## config.mk

```make
export PLATFORM = sky130hd
export DESIGN_NAME = ultrasonic_scan_sequencer_flat
export DESIGN_NICKNAME = d
export VERILOG_FILES = /design/src/rtl/ultrasonic_pkg.sv /design/src/rtl/ultrasonic_scan_sequencer_if.sv /design/src/rtl/sync_2ff.sv /design/src/rtl/ultrasonic_scan_sequencer.sv /design/src/flat_wrapper.sv
export SDC_FILE = /design/constraint.sdc
export NUM_CORES = 1
export LEC_CHECK = 0
export ABC_CLOCK_PERIOD_IN_PS = 3920
export CAP_MARGIN = 10
export CORE_MARGIN = 2
export CORE_UTILIZATION = 55
export CTS_CLUSTER_SIZE = 8
export DETAILED_ROUTE_END_ITERATION = 10
export PLACE_DENSITY = 0.89
export SETUP_SLACK_MARGIN = 0.02
export SLEW_MARGIN = 0
export SYNTH_ARGS = -nofsm -noshare
export SYNTH_HDL_FRONTEND = slang
export SYNTH_SLANG_ARGS = --single-unit
export TNS_END_PERCENT = 1
```

## constraint.sdc

```tcl
create_clock -name clk -period 3.92 [get_ports clk]
set_input_delay 0.392 -clock clk [delete_from_list [all_inputs] [get_ports clk]]
set_output_delay 0.392 -clock clk [all_outputs]
set_load 0.01 [all_outputs]
```

## src/rtl/ultrasonic_pkg.sv

```systemverilog
// Shared constants, state encoding and sizing helpers for the ultrasonic scan sequencer.
package ultrasonic_pkg;

  localparam int NUM_SENSORS = 8;
  localparam int SEL_W       = 3;

  localparam int DEF_TRIG_CYCLES    = 1000;
  localparam int DEF_TIMEOUT_CYCLES = 3_000_000;
  localparam int DEF_GUARD_CYCLES   = 6_000_000;
  localparam int DEF_CNT_W          = 22;

  localparam logic [2:0] ST_IDLE      = 3'd0;
  localparam logic [2:0] ST_TRIG      = 3'd1;
  localparam logic [2:0] ST_WAIT_RISE = 3'd2;
  localparam logic [2:0] ST_MEASURE   = 3'd3;
  localparam logic [2:0] ST_GUARD     = 3'd4;

  typedef enum logic [2:0] {
    IDLE      = ST_IDLE,
    TRIG      = ST_TRIG,
    WAIT_RISE = ST_WAIT_RISE,
    MEASURE   = ST_MEASURE,
    GUARD     = ST_GUARD
  } state_e;

  function automatic int max3(input int a, input int b, input int c);
    int m;
    m = (a > b) ? a : b;
    return (m > c) ? m : c;
  endfunction

  // Width of the single shared phase counter: must reach the largest cycle count.
  function automatic int ctr_width(input int a, input int b, input int c);
    return $clog2(max3(a, b, c) + 1);
  endfunction

endpackage

```

## src/rtl/ultrasonic_scan_sequencer_if.sv

```systemverilog
// Sensor-array side bundle: enable/echo inputs, decoder select, trigger and result outputs.
interface ultrasonic_scan_sequencer_if
  import ultrasonic_pkg::*;
#(
  parameter int CNT_W = DEF_CNT_W
) ();

  logic                   enable;
  logic [NUM_SENSORS-1:0] echo;
  logic [SEL_W-1:0]       sensor_sel;
  logic                   trig;
  logic                   result_valid;
  logic [SEL_W-1:0]       result_idx;
  logic [CNT_W-1:0]       result_count;
  logic                   result_timeout;
  logic                   scan_done;

  modport master (
    input  enable, echo,
    output sensor_sel, trig, result_valid, result_idx, result_count, result_timeout, scan_done
  );

  modport slave (
    output enable, echo,
    input  sensor_sel, trig, result_valid, result_idx, result_count, result_timeout, scan_done
  );

endinterface

```

## src/rtl/sync_2ff.sv

```systemverilog
// Two-flop synchronizer for asynchronous level inputs, parameterized width.
module sync_2ff #(
  parameter int WIDTH = 1
) (
  input  logic             clk,
  input  logic             reset,
  input  logic [WIDTH-1:0] d_i,
  output logic [WIDTH-1:0] q_o
);

  logic [WIDTH-1:0] meta_q;
  logic [WIDTH-1:0] sync_q;

  // NOTE: non-blocking assignments so both flops sample the pre-edge values and form a true two-stage chain.
  always_ff @(posedge clk or posedge reset) begin
    if (reset) begin
      meta_q <= '0;
      sync_q <= '0;
    end else begin
      meta_q <= d_i;
      sync_q <= meta_q;
    end
  end

  assign q_o = sync_q;

endmodule

```

## src/rtl/ultrasonic_scan_sequencer.sv

```systemverilog
// Round-robin trigger/echo-width sequencer for the eight-channel ultrasonic array.
module ultrasonic_scan_sequencer
  import ultrasonic_pkg::*;
#(
  parameter int TRIG_CYCLES    = DEF_TRIG_CYCLES,
  parameter int TIMEOUT_CYCLES = DEF_TIMEOUT_CYCLES,
  parameter int GUARD_CYCLES   = DEF_GUARD_CYCLES,
  parameter int CNT_W          = DEF_CNT_W
) (
  input logic                         clk,
  input logic                         reset,
  ultrasonic_scan_sequencer_if.master bus
);

  localparam int CTR_W = ctr_width(TRIG_CYCLES, TIMEOUT_CYCLES, GUARD_CYCLES);

  localparam logic [CTR_W-1:0] CTR_ONE      = CTR_W'(1);
  localparam logic [CTR_W-1:0] TRIG_LAST    = CTR_W'(TRIG_CYCLES - 1);
  localparam logic [CTR_W-1:0] TIMEOUT_LAST = CTR_W'(TIMEOUT_CYCLES - 1);
  localparam logic [CTR_W-1:0] TIMEOUT_LIM  = CTR_W'(TIMEOUT_CYCLES);
  localparam logic [CTR_W-1:0] GUARD_LAST   = CTR_W'(GUARD_CYCLES - 1);
  localparam logic [SEL_W-1:0] SEL_ONE      = SEL_W'(1);
  localparam logic [SEL_W-1:0] SEL_LAST     = SEL_W'(NUM_SENSORS - 1);

  logic [NUM_SENSORS-1:0] echo_sync;
  logic                   echo_sel;

  state_e           state_q, state_d;
  logic [CTR_W-1:0] cnt_q, cnt_d;
  logic [SEL_W-1:0] sel_q, sel_d;
  logic             trig_q;

  logic             res_valid_q, res_valid_d;
  logic [SEL_W-1:0] res_idx_q;
  logic [CNT_W-1:0] res_count_q, res_count_d;
  logic             res_timeout_q, res_timeout_d;
  logic             scan_done_q;

  sync_2ff #(.WIDTH(NUM_SENSORS)) u_echo_sync (
    .clk   (clk),
    .reset (reset),
    .d_i   (bus.echo),
    .q_o   (echo_sync)
  );

  assign echo_sel = echo_sync[sel_q];

  always_comb begin
    // NOTE: every output of this block gets a default first, so no path can leave a latch behind.
    state_d       = state_q;
    cnt_d         = cnt_q;
    sel_d         = sel_q;
    res_valid_d   = 1'b0;
    res_count_d   = res_count_q;
    res_timeout_d = res_timeout_q;

    unique case (state_q)
      IDLE: begin
        if (bus.enable) begin
          state_d = TRIG;
          cnt_d   = '0;
        end
      end

      TRIG: begin
        if (cnt_q == TRIG_LAST) begin
          state_d = WAIT_RISE;
          cnt_d   = '0;
        end else begin
          cnt_d = cnt_q + CTR_ONE;
        end
      end

      // The rise cycle itself is the first counted high cycle of the echo.
      WAIT_RISE: begin
        if (echo_sel) begin
          state_d = MEASURE;
          cnt_d   = CTR_ONE;
        end else if (cnt_q == TIMEOUT_LAST) begin
          res_valid_d   = 1'b1;
          res_count_d   = '1;
          res_timeout_d = 1'b1;
          state_d       = GUARD;
          cnt_d         = '0;
        end else begin
          cnt_d = cnt_q + CTR_ONE;
        end
      end

      MEASURE: begin
        if (!echo_sel) begin
          res_valid_d   = 1'b1;
          res_count_d   = CNT_W'(cnt_q);
          res_timeout_d = 1'b0;
          state_d       = GUARD;
          cnt_d         = '0;
        end else if (cnt_q == TIMEOUT_LIM) begin
          res_valid_d   = 1'b1;
          res_count_d   = '1;
          res_timeout_d = 1'b1;
          state_d       = GUARD;
          cnt_d         = '0;
        end else begin
          cnt_d = cnt_q + CTR_ONE;
        end
      end

      // Enable is only consulted here, so a slot in flight always finishes.
      GUARD: begin
        if (cnt_q == GUARD_LAST) begin
          sel_d   = sel_q + SEL_ONE;
          cnt_d   = '0;
          state_d = bus.enable ? TRIG : IDLE;
        end else begin
          cnt_d = cnt_q + CTR_ONE;
        end
      end

      default: begin
        state_d = IDLE;
        cnt_d   = '0;
      end
    endcase
  end

  always_ff @(posedge clk or posedge reset) begin
    if (reset) begin
      state_q       <= IDLE;
      cnt_q         <= '0;
      sel_q         <= '0;
      trig_q        <= 1'b0;
      res_valid_q   <= 1'b0;
      res_idx_q     <= '0;
      res_count_q   <= '0;
      res_timeout_q <= 1'b0;
      scan_done_q   <= 1'b0;
    end else begin
      state_q       <= state_d;
      cnt_q         <= cnt_d;
      sel_q         <= sel_d;
      trig_q        <= (state_d == TRIG);
      res_valid_q   <= res_valid_d;
      res_count_q   <= res_count_d;
      res_timeout_q <= res_timeout_d;
      scan_done_q   <= res_valid_d && (sel_q == SEL_LAST);
      if (res_valid_d) begin
        res_idx_q <= sel_q;
      end
    end
  end

  assign bus.sensor_sel     = sel_q;
  assign bus.trig           = trig_q;
  assign bus.result_valid   = res_valid_q;
  assign bus.result_idx     = res_idx_q;
  assign bus.result_count   = res_count_q;
  assign bus.result_timeout = res_timeout_q;
  assign bus.scan_done      = scan_done_q;

endmodule

```

## src/flat_wrapper.sv

```systemverilog
// flat-port wrapper written by rule: the top's interface ports become plain ports
module ultrasonic_scan_sequencer_flat import ultrasonic_pkg::*;
#(
  parameter int TRIG_CYCLES    = DEF_TRIG_CYCLES,
  parameter int TIMEOUT_CYCLES = DEF_TIMEOUT_CYCLES,
  parameter int GUARD_CYCLES   = DEF_GUARD_CYCLES,
  parameter int CNT_W          = DEF_CNT_W
)
  (clk, reset, bus_enable, bus_echo, bus_sensor_sel, bus_trig, bus_result_valid, bus_result_idx, bus_result_count, bus_result_timeout, bus_scan_done);
  ultrasonic_scan_sequencer_if #(.CNT_W(CNT_W)) bus_i ();
  input logic clk;
  input logic reset;
  input wire logic [$bits(bus_i.enable)-1:0] bus_enable;
  input wire logic [$bits(bus_i.echo)-1:0] bus_echo;
  output wire logic [$bits(bus_i.sensor_sel)-1:0] bus_sensor_sel;
  output wire logic [$bits(bus_i.trig)-1:0] bus_trig;
  output wire logic [$bits(bus_i.result_valid)-1:0] bus_result_valid;
  output wire logic [$bits(bus_i.result_idx)-1:0] bus_result_idx;
  output wire logic [$bits(bus_i.result_count)-1:0] bus_result_count;
  output wire logic [$bits(bus_i.result_timeout)-1:0] bus_result_timeout;
  output wire logic [$bits(bus_i.scan_done)-1:0] bus_scan_done;
  assign bus_i.enable = bus_enable;
  assign bus_i.echo = bus_echo;
  assign bus_sensor_sel = bus_i.sensor_sel;
  assign bus_trig = bus_i.trig;
  assign bus_result_valid = bus_i.result_valid;
  assign bus_result_idx = bus_i.result_idx;
  assign bus_result_count = bus_i.result_count;
  assign bus_result_timeout = bus_i.result_timeout;
  assign bus_scan_done = bus_i.scan_done;
  ultrasonic_scan_sequencer #(.TRIG_CYCLES(TRIG_CYCLES), .TIMEOUT_CYCLES(TIMEOUT_CYCLES), .GUARD_CYCLES(GUARD_CYCLES), .CNT_W(CNT_W)) u_core (.clk(clk), .reset(reset), .bus(bus_i));
endmodule
```

==> results of run 1 <==
==> synthesized netlist by cell type (all sizes together), types with 2 or more instances <==
cell type / instances
nor3b: 2
mux2: 6
a31oi: 2
ha: 4
or3: 4
buf: 9
mux4: 2
nor3: 10
inv: 5
xor2: 2
nor4: 2
nand3: 10
a31o: 2
nand4: 7
nor2b: 2
o22ai: 11
o22a: 22
or2: 6
a21oi: 3
dfrtp: 74
nand2: 30
clkbuf: 10
xnor2: 5
mux2i: 2
o21ai: 28
nor2: 18
or4b: 2
or4: 7
==> final timing paths <==
| check | startpoint | endpoint | slack [ns] | depth (start not counted) |
|---|---|---|---|---|
| max in group asynchronous | reset | u_core.bus.result_count[10] | 2.53 | 3 |
| min in group asynchronous | reset | u_core.cnt_q[1] | 0.61 | 2 |
| worst min register to register | u_core.u_echo_sync.meta_q[2] | u_core.u_echo_sync.q_o[2] | 0.35 | 0 |
| worst max register to register | u_core.bus.sensor_sel[0] | u_core.cnt_q[21] | 0.68 | 6 |
| worst min-delay path | u_core.u_echo_sync.meta_q[2] | u_core.u_echo_sync.q_o[2] | 0.35 | 0 |
| worst max-delay path | u_core.bus.sensor_sel[0] | u_core.cnt_q[21] | 0.68 | 6 |
==> cell type report <==
cell class	count	area [sq um]
Fill cell	408	1894
Sequential cell	74	1852
Multi-Input combinational cell	204	1394
Timing Repair Buffer	47	457.9
Clock buffer	9	123.9
Tap cell	75	93.84
Clock inverter	7	86.33
Inverter	5	18.77
==> per-layer routing <==
metal  global-route usage (%)  vias to the layer above  wire length (um)
li1                         -                     1186                 -
met1                    36.24                     1293              3253
met2                    37.48                      163              3635
met3                    6.087                       37               661
met4                    14.00                        0               332
met5                        0                        -                 0
==> flip-flops by register name, indices dropped and copies added (netlist names) <==
signal / cells
u_core.u_echo_sync.meta_q: 8
u_core.bus.trig: 1
u_core.bus.sensor_sel: 3
u_core.bus.result_valid: 1
u_core.bus.result_timeout: 1
u_core.bus.scan_done: 1
u_core.bus.result_count: 22
u_core.state_q: 3
u_core.cnt_q: 23
u_core.u_echo_sync.q_o: 8
u_core.bus.result_idx: 3
==> stage by stage <==
step / worst slack [ns] / cell area [sq um] / instances / hold slack [ns]
2_1_floorplan: 1.437 / 3361 / 302 / 0.3312
5_1_grt: 0.6133 / 4026 / 421 / 0.3651
3_3_place_gp: 0.9290 / 3816 / 405 / 0.3332
4_1_cts: 0.7658 / 4026 / 421 / 0.3555
6_report: 0.6782 / 4026 / 421 / 0.3495
3_5_place_dp: 0.7912 / 3816 / 405 / 0.3355
==> worst reg2reg max path: stages (launching register included) <==
cell	delay (ns)
dfrtp_1	0.52
mux4_2	0.55
mux2_2	0.34
o21bai_1	0.17
o22ai_1	1.02
nor3_4	0.28
nor3_1	0.28
==> cells by family (layout without fill, tap and decap cells) <==
family | Yosys count | in the layout | synth area share (%)
buffers and inverters | 24 | 68 | 3.686
and+or+nand+nor | 107 | 107 | 18.32
DFF | 74 | 74 | 55.10
xor gates and xnor gates | 7 | 7 | 1.824
adders and majority gates | 4 | 4 | 1.489
AOI/OAI and AO/OA | 76 | 76 | 15.64
muxes | 10 | 10 | 3.946
==> where the power goes <==
part | switching [uW] | total [uW] | internal [uW] | leakage [uW]
registers | 3.32 | 775 | 771 | 0.000896
logic | 21.0 | 34.5 | 13.4 | 0.000668
clock network | 315 | 621 | 307 | 0.000104
==> results.txt, run 1 <==
----------------------------------------------------
[Layout]
  Fraction of final layout cells sized beyond drive strength 1 ... 14.45%
  Antenna Cells ... 0
  Post-synthesis to final-layout area growth ... 19.81%
  Utilization after layout ... 68.01%
  Nets ... 356
  Leading cell types in the layout, fill and taps excluded ... dfrtp_1, clkdlybuf4s50_1, nand2_1
  Most common cell after layout, fill and taps aside ... dfrtp_1

[Outcome]
  Run status ... complete, no violations

[Clocking]
  Number of H-tree levels ... 3
  Number of sinks on the clock net ... 74
  Library cell used as clock root buffer ... clkbuf_8
  Post-CTS Setup Inserts ... 0
  Clock buffer count from CTS ... 9
  Hold buffer count at CTS ... 0
  TritonCTS clock tree ... built
  Post-CTS Resized ... 0
  Clock latency of the later-clocked register in the worst-skew pair ... 0.36 ns
  Clock transition at the registers of the reported paths ... 0.08 ns
  Clock buffer depth ... 2

[Worst setup path]
  Kind of critical path ... flip-flop to flip-flop
  Combined buffer and inverter count along the critical path ... 0
  Critical Path Fanout Max ... 15
  Gate family responsible for the most delay along the worst path ... compound AO/OA/AOI/OAI gates
  Slowest-stage cell, CP ... o22ai_1
  Critical-path cell list ... mux4_2 > mux2_2 > o21bai_1 > o22ai_1 > nor3_4 > nor3_1
  Signal arrival time at the worst endpoint ... 3.51 ns
  Startpoint class of the critical path ... flip-flop
  Largest incremental delay on the critical path ... 1.02 ns
  Category of the worst setup path capture point ... flip-flop
  Endpoint required time on the critical path ... 4.19 ns

[Power and ir drop]
  Worst voltage drop across the vdd grid ... 0.3151 mV
  Standby leakage power ... 0.001668 uW
  Pwr/cell area ... 355.3 nW/um^2
  Overall power ... 1431 uW

[Die]
  Rows ... 28
  Initial standard-cell utilization of the core ... 56.76%
  Core region area ... 5921 sq um
  IO Count ... 43
  Overall die width ... 82.17 um
  Die Span Y ... 82.17 um
  Area of the die ... 6752 sq um

[Placed design]
  Routability-driven placement congestion ratio ... 0.9480
  Count of buffers inserted at the top-level ports ... 42
  Detailed placement HPWL ... 5236 um

[Job]
  Number of max-capacitance violations reported ... 0

[Drt]
  Remaining design rule violation count ... 0
  First-pass DRT Iterations ... 8
  Ratio of routed vias to standard cells ... 6.363
  Total via count after detailed routing ... 2679
  Iter 0 DRT Violations ... 473
  Routed wire length per instance ... 18.72 um
  Sum of routed wire length over all layers ... 7881 um
  Antenna-violating nets left ... 0

[Global routing]
  Total gr overflow ... 0
  Initial antenna violation count ... 0
  GRT Resource Usage Total ... 25.84%
  Via count of the first global-routing pass ... 2508
  Largest net degree at the start of global routing ... 50
  First-pass GRT wire length ... 12640 um

[STA]
  Count of endpoints failing setup in the final report ... 0
  Setup repair after global routing missed its margin ... false
  Layout Skew ... 0.009964 ns
  Max-slew violation total from the final report ... 0
  Actual slew at the worst max-slew pin ... 1.339 ns
  Final Hold Viols ... 0
  Max_slew headroom ... 10.74%
  Highest clock frequency the design can meet ... 308.5 MHz
  Min Clock Period, post-route ... 3.242 ns
  Setup Total Neg Slack ... 0 ns
  Fraction of the cycle the final worst path needs ... 82.70%

[Logic synthesis]
  Yosys synthesis warning count ... 0
  Most instantiated flip-flop cell in the synthesis netlist ... dfrtp_1
  Ranking of synthesized cells by area ... dfrtp_1, o22a_1, o21ai_0, nand2_1, o22ai_1
  Cell type with the largest total area after synthesis ... dfrtp_1
  EDFF count, synth ... 0
  Number of nets in the synthesized netlist ... 317
  Instance count of the mapped netlist ... 302
  Number of register bits inferred by synthesis ... 74
  Synth cell types ... 52
  Post-synthesis instance area ... 3361 sq um
  Post-Synthesis Mean Instance Area ... 11.13 sq um
  Post-synthesis async set-or-reset flop share ... 100.0%
  Register area share after synthesis ... 55.10%
  Proportion of netlist area held by the largest area contributor ... 55.10%

[Worst hold path]
  Class of the tightest hold or removal check ... flip-flop to flip-flop

----------------------------------------------------
(Power assumes the default switching activity.)
==> inputs of run 2 (changes only) <==
--- a/config.mk
+++ b/config.mk
@@ -5,7 +5,7 @@
 export SDC_FILE = /design/constraint.sdc
 export NUM_CORES = 1
 export LEC_CHECK = 0
-export ABC_CLOCK_PERIOD_IN_PS = 3920
+export ABC_CLOCK_PERIOD_IN_PS = 3050
 export CAP_MARGIN = 10
 export CORE_MARGIN = 2
 export CORE_UTILIZATION = 55
==> constraint.sdc (replaced) <==
create_clock -name clk -period 3.05 [get_ports clk]
set_input_delay 0.305 -clock clk [delete_from_list [all_inputs] [get_ports clk]]
set_output_delay 0.305 -clock clk [all_outputs]
set_load 0.01 [all_outputs]
==> run 2 against run 1 <==
Compared with the run above:
- utilization rose by 1.7 points
- die area did not move
- sequential power rose by 28%
- critical endpoint is now u_core.cnt_q[14]
- worst hold slack improved by 0.0034 ns
- combinational power rose by 38%
- setup slack got worse by 0.50 ns
- critical path type unchanged
- maximum frequency rose by 13%
- via count rose by 1.4%
- first-iteration DRC count fell by 51%
- global-route usage rose by 0.78 points
- routed wire length rose by 2.6%
==> results.txt, run 2 (synthesized netlist as in run 1, its figures left out) <==
----------------------------------------------------
[Drt]
  Remaining design rule violation count ... 0
  Routed wire length on met2 ... 3849 um
  First-pass DRT Iterations ... 7
  Sum of routed wire length over all layers ... 8086 um
  Iter 0 DRT Violations ... 234
  Antenna-violating nets left ... 0
  Post-Route M1 WL ... 3311 um
  Routed wire length per instance ... 18.76 um
  Highest metal layer used by the detailed router ... met4
  Ratio of routed vias to standard cells ... 6.304
  Met3 routed wirelength ... 737 um
  Total via count after detailed routing ... 2717

[Layout]
  Leading cell types in the layout, fill and taps excluded ... dfrtp_1, clkdlybuf4s50_1, nand2_1
  Nets ... 366
  Register bank with the most flops ... u_core.cnt_q
  Antenna Cells ... 0
  Most common cell after layout, fill and taps aside ... dfrtp_1
  Cell Count, Final, Fillers Out ... 431
  Post-synthesis to final-layout area growth ... 22.82%
  Max reg flops ... 23
  Fraction of final layout cells sized beyond drive strength 1 ... 16.85%

[Worst setup path]
  Start point of the critical path ... u_core.cnt_q[1]
  Largest incremental delay on the critical path ... 0.63 ns
  Crit Reg-Reg Startpoint ... u_core.cnt_q[1]
  Gate family responsible for the most delay along the worst path ... simple AND/OR/NAND/NOR gates
  Combined buffer and inverter count along the critical path ... 1
  Endpoint required time on the critical path ... 3.29 ns
  Slowest-stage cell, CP ... or4_1
  Category of the worst setup path capture point ... flip-flop
  Critical Path Fanout Max ... 12
  Startpoint class of the critical path ... flip-flop
  Kind of critical path ... flip-flop to flip-flop
  Signal arrival time at the worst endpoint ... 3.11 ns
  Critical-path cell list ... ha_1 > nand3_1 > or4_1 > o211a_1 > a31o_4 > nor3_4 > buf_12 > o22ai_1

[Power and ir drop]
  Clock power frac ... 43.6%
  Part of the total power dissipated in sequential elements ... 53.9%
  Internal Dissipation ... 1402 uW
  Pwr/cell area ... 447.6 nW/um^2
  Worst voltage drop across the vdd grid ... 0.5948 mV
  Standby leakage power ... 0.001720 uW
  Proportion of power drawn by combinational gates ... 2.6%
  Power dissipated by switching net loads ... 445.4 uW
  Switching share of total power ... 24.11%

[Clocking]
  Clock latency of the later-clocked register in the worst-skew pair ... 0.37 ns
  Number of H-tree levels ... 3
  Number of sinks on the clock net ... 74
  Post-CTS Setup Inserts ... 0
  TritonCTS clock tree ... built
  Hold buffer count at CTS ... 0
  Library cell used as clock root buffer ... clkbuf_8
  Clock buffer count from CTS ... 9
  Clock buffer depth ... 2
  Clock transition at the registers of the reported paths ... 0.08 ns

[Die]
  Initial standard-cell utilization of the core ... 56.76%
  Overall die width ... 82.17 um
  Die Span Y ... 82.17 um
  IO Count ... 43
  Rows ... 28
  Core region area ... 5921 sq um
  Area of the die ... 6752 sq um

[Global routing]
  First-pass GRT wire length ... 13080 um
  Largest net degree at the start of global routing ... 43
  GRT Resource Usage Total ... 26.62%
  Initial antenna violation count ... 0
  Via count of the first global-routing pass ... 2508
  Total gr overflow ... 0

[Placed design]
  Detailed placement HPWL ... 5281 um
  Count of buffers inserted at the top-level ports ... 42
  Number of placed instances, taps included ... 415
  Routability-driven placement congestion ratio ... 0.8774

[Outcome]
  Run status ... complete, no violations

[STA]
  Max-slew violation total from the final report ... 0
  Worst Hold Margin ... 0.3530 ns
  Final Hold Viols ... 0
  Setup repair after global routing missed its margin ... false
  Fraction of the cycle the final worst path needs ... 94.29%
  Actual slew at the worst max-slew pin ... 0.7089 ns
  Max_slew headroom ... 52.67%
  Min Clock Period, post-route ... 2.876 ns
  Setup Total Neg Slack ... 0 ns
  Highest clock frequency the design can meet ... 347.7 MHz
  Count of endpoints failing setup in the final report ... 0
  Layout Skew ... 0.01652 ns

[Job]
  Number of max-capacitance violations reported ... 0

[Worst hold path]
  Launch point of the worst hold path ... u_core.u_echo_sync.meta_q[3]
  Class of the tightest hold or removal check ... flip-flop to flip-flop

----------------------------------------------------
## run 2: cell count changes in the layout (fill, tap and decap cells not counted), moves of 2 or more
cell      delta
buf_12       +2
buf_4        +8
clkinv_4     -2
inv_6        +2
## run 2: worst paths after layout
check	to	slack, ns	depth (start not counted)
setup / recovery	u_core.cnt_q[14]	0.17	8
hold / removal	u_core.u_echo_sync.q_o[3]	0.35	0
setup reg to reg	u_core.cnt_q[14]	0.17	8
hold reg to reg	u_core.u_echo_sync.q_o[3]	0.35	0
max in group asynchronous	u_core.cnt_q[1]	2.04	3
min in group asynchronous	u_core.cnt_q[11]	0.36	2
## run 2: what timing repair did
item	CTS	global route
gates resized for setup	0	1
setup endpoints to repair	0	2
endpoints found under the hold margin	0	0
## run 2: stage by stage
stage	utilization, %	area, sq um	power [uW]	setup WS (ns)
final	69.72	4128	1847	0.1740
after global routing	69.72	4128	1907	0.03086
after CTS	69.63	4123	1854	0.2193
after detailed placement	66.15	3916	1062	0.2434
after global placement	66.15	3916	1060	0.3132
after floorplan	-	3361	1036	0.5666
## run 2: power groups by stage
stage / logic [uW] / registers, uW / clock network, uW
after global placement: 46.8 / 1010 / 0
after floorplan: 22.5 / 1010 / 0
after CTS: 48.4 / 995 / 811
after global routing: 54.1 / 996 / 857
final: 47.7 / 995 / 805
after detailed placement: 47.6 / 1010 / 0
## run 2: final cells by class
cell class,instances,area [sq um]
inverter,5,18.77
tap,75,93.84
timing repair buffer,57,558.0
clock buffer,9,123.9
multi-input combinational,204,1399
fill,399,1793
sequential,74,1852
clock inverter,7,82.58
## run 2: per-layer routing
metal,vias to the layer above,track usage (%)
met1,1315,38.58
met3,22,5.543
met5,-,0
met2,167,38.29
li1,1213,-
met4,0,13.33
==> inputs of run 3 (changes only) <==
--- a/config.mk
+++ b/config.mk
@@ -12,7 +12,6 @@
 export CTS_CLUSTER_SIZE = 8
 export DETAILED_ROUTE_END_ITERATION = 10
 export PLACE_DENSITY = 0.89
-export SETUP_SLACK_MARGIN = 0.02
 export SLEW_MARGIN = 0
 export SYNTH_ARGS = -nofsm -noshare
 export SYNTH_HDL_FRONTEND = slang
==> run 3 against run 2 <==
Compared with the run above:
- first-iteration DRC count fell by 4.7%
- clock skew is 0.0012 ns lower
- die area stayed put
- final cell count stayed put
- utilization decreased by 0.084 points
- via count fell by 0.52%
- sequential power barely moved
- setup slack worse by 0.012 ns
- critical path depth is the same
- combinational power shrank 1%
- total power fell by 0.19%
- critical path type unchanged
==> results.txt, run 3 (synthesized netlist as in run 1, its figures left out) <==
----------------------------------------------------
[Outcome]
  Run status ... complete, no violations

[Drt]
  Sum of routed wire length over all layers ... 8015 um
  Antenna-violating nets left ... 0
  First-pass DRT Iterations ... 5
  Iter 0 DRT Violations ... 223
  Remaining design rule violation count ... 0
  Total via count after detailed routing ... 2703
  Ratio of routed vias to standard cells ... 6.271
  Routed wire length per instance ... 18.60 um

[Clocking]
  Number of sinks on the clock net ... 74
  Clock buffer count from CTS ... 9
  Hold buffer count at CTS ... 0
  Clock buffer depth ... 2
  Clock transition at the registers of the reported paths ... 0.08 ns
  Library cell used as clock root buffer ... clkbuf_8
  TritonCTS clock tree ... built
  Post-CTS Setup Inserts ... 0
  Number of H-tree levels ... 3
  Post-CTS Resized ... 0
  Clock latency of the later-clocked register in the worst-skew pair ... 0.37 ns

[Worst setup path]
  Start point of the critical path ... u_core.cnt_q[1]
  Setup slack of the worst register-to-register path ... 0.16 ns
  Endpoint of the most critical register-to-register path ... u_core.cnt_q[14]
  Capturing element of the worst setup path ... u_core.cnt_q[14]
  Slowest-stage cell, CP ... or4_1
  Critical Path Fanout Max ... 12
  Crit Reg-Reg Startpoint ... u_core.cnt_q[1]
  Combined buffer and inverter count along the critical path ... 1
  Largest incremental delay on the critical path ... 0.63 ns
  Kind of critical path ... flip-flop to flip-flop
  Gate family responsible for the most delay along the worst path ... simple AND/OR/NAND/NOR gates
  Instance count on the critical path ... 8
  Count of cells along the worst register-to-register path ... 8
  Category of the worst setup path capture point ... flip-flop
  Startpoint class of the critical path ... flip-flop
  Signal arrival time at the worst endpoint ... 3.12 ns
  Endpoint required time on the critical path ... 3.28 ns
  Critical-path cell list ... ha_1 > nand3_1 > or4_1 > o211a_1 > a31o_4 > nor3_4 > buf_12 > o22ai_1

[Die]
  Initial standard-cell utilization of the core ... 56.76%
  Overall die width ... 82.17 um
  Rows ... 28
  IO Count ... 43
  Core region area ... 5921 sq um
  Die Span Y ... 82.17 um
  Area of the die ... 6752 sq um

[Global routing]
  Largest net degree at the start of global routing ... 43
  GRT Resource Usage Total ... 26.62%
  Total gr overflow ... 0
  Initial antenna violation count ... 0
  First-pass GRT wire length ... 13080 um
  Via count of the first global-routing pass ... 2508

[STA]
  Max_slew headroom ... 53.02%
  Final Hold Viols ... 0
  Min Clock Period, post-route ... 2.888 ns
  Highest clock frequency the design can meet ... 346.3 MHz
  Actual slew at the worst max-slew pin ... 0.7037 ns
  Setup repair after global routing missed its margin ... false
  Fraction of the cycle the final worst path needs ... 94.67%
  Layout Skew ... 0.01532 ns
  Count of endpoints failing setup in the final report ... 0
  Max-slew violation total from the final report ... 0
  Setup Total Neg Slack ... 0 ns

[Placed design]
  Instance area after placement ... 3916 sq um
  Detailed placement HPWL ... 5281 um
  Routability-driven placement congestion ratio ... 0.8774
  Count of buffers inserted at the top-level ports ... 42

[Worst hold path]
  Class of the tightest hold or removal check ... flip-flop to flip-flop

[Layout]
  # fillers ... 399
  Register bank with the most flops ... u_core.cnt_q
  Final design instance area without fill ... 4123 sq um
  Post-synthesis to final-layout area growth ... 22.67%
  Leading cell types in the layout, fill and taps excluded ... dfrtp_1, clkdlybuf4s50_1, nand2_1
  Fraction of final layout cells sized beyond drive strength 1 ... 16.85%
  Antenna Cells ... 0
  Max reg flops ... 23
  Nets ... 366
  Most common cell after layout, fill and taps aside ... dfrtp_1

[Job]
  Number of max-capacitance violations reported ... 0

[Power and ir drop]
  Worst voltage drop across the vdd grid ... 0.5953 mV
  Standby leakage power ... 0.001720 uW
  Pwr/cell area ... 447.3 nW/um^2

----------------------------------------------------
[run 3: changes by cell type in the layout (fill, tap and decap cells not counted)]
cell / previous run / this run
nor2b_2: 0 / 1
nor2b_4: 1 / 0
[run 3: cell type report]
type	instances	area (sq um)	share of cell area, %
sequential	74	1852	44.92
inverter	5	18.77	0.4552
clock inverter	7	82.58	2.003
multi-input combinational	204	1394	33.81
tap	75	93.84	2.276
clock buffer	9	123.9	3.005
timing repair buffer	57	558.0	13.54
[run 3: worst reg2reg max path: cells and delay by family, from the launching register on]
| family | cells | cell delay (ns) |
|---|---|---|
| simple gates | 3 | 1.18 |
| buf+inv | 1 | 0.18 |
| compound gates | 3 | 0.65 |
| fa+ha+maj | 1 | 0.31 |
| flops | 1 | 0.46 |
[run 3: worst min-delay path by stage]
stage | depth (start not counted) | slack (ns) | endpoint | start
floorplan | 0 | 0.33 | u_core.u_echo_sync.q_o[0] | u_core.u_echo_sync.meta_q[0]
finish | 0 | 0.35 | u_core.u_echo_sync.q_o[3] | u_core.u_echo_sync.meta_q[3]
global placement | 0 | 0.33 | u_core.u_echo_sync.q_o[0] | u_core.u_echo_sync.meta_q[0]
CTS | 0 | 0.35 | u_core.u_echo_sync.q_o[3] | u_core.u_echo_sync.meta_q[3]
global route | 0 | 0.36 | u_core.u_echo_sync.q_o[3] | u_core.u_echo_sync.meta_q[3]
detailed placement | 0 | 0.34 | u_core.u_echo_sync.q_o[3] | u_core.u_echo_sync.meta_q[3]
[run 3: metal layers]
layer	vias to the layer above	wire length, um	track usage (%)
met1	1316	3363	38.58
met2	153	3773	38.29
met5	-	0	0
met3	24	659	5.543
met4	0	219	13.33
li1	1210	-	-
[run 3: through the flow]
stage          power (uW)  util, %  std cells  hold WS [ns]  worst slack [ns]
6_report             1844    69.63        431        0.3530            0.1625
5_1_grt              1907    69.63        431        0.3576           0.01308
4_1_cts              1854    69.63        431        0.3548            0.2193
3_5_place_dp         1062    66.15        415        0.3355            0.2434
3_3_place_gp         1060    66.15        415        0.3336            0.3132
2_1_floorplan        1036        -        302        0.3312            0.5666
[run 3: power breakdown]
part | switching (uW) | leakage [uW] | internal, uW
Combinational | 28.0 | 0.000725 | 19.1
Sequential | 3.58 | 0.000896 | 991
Clock | 410 | 0.0000988 | 392
Total | 442 | 0.00172 | 1400
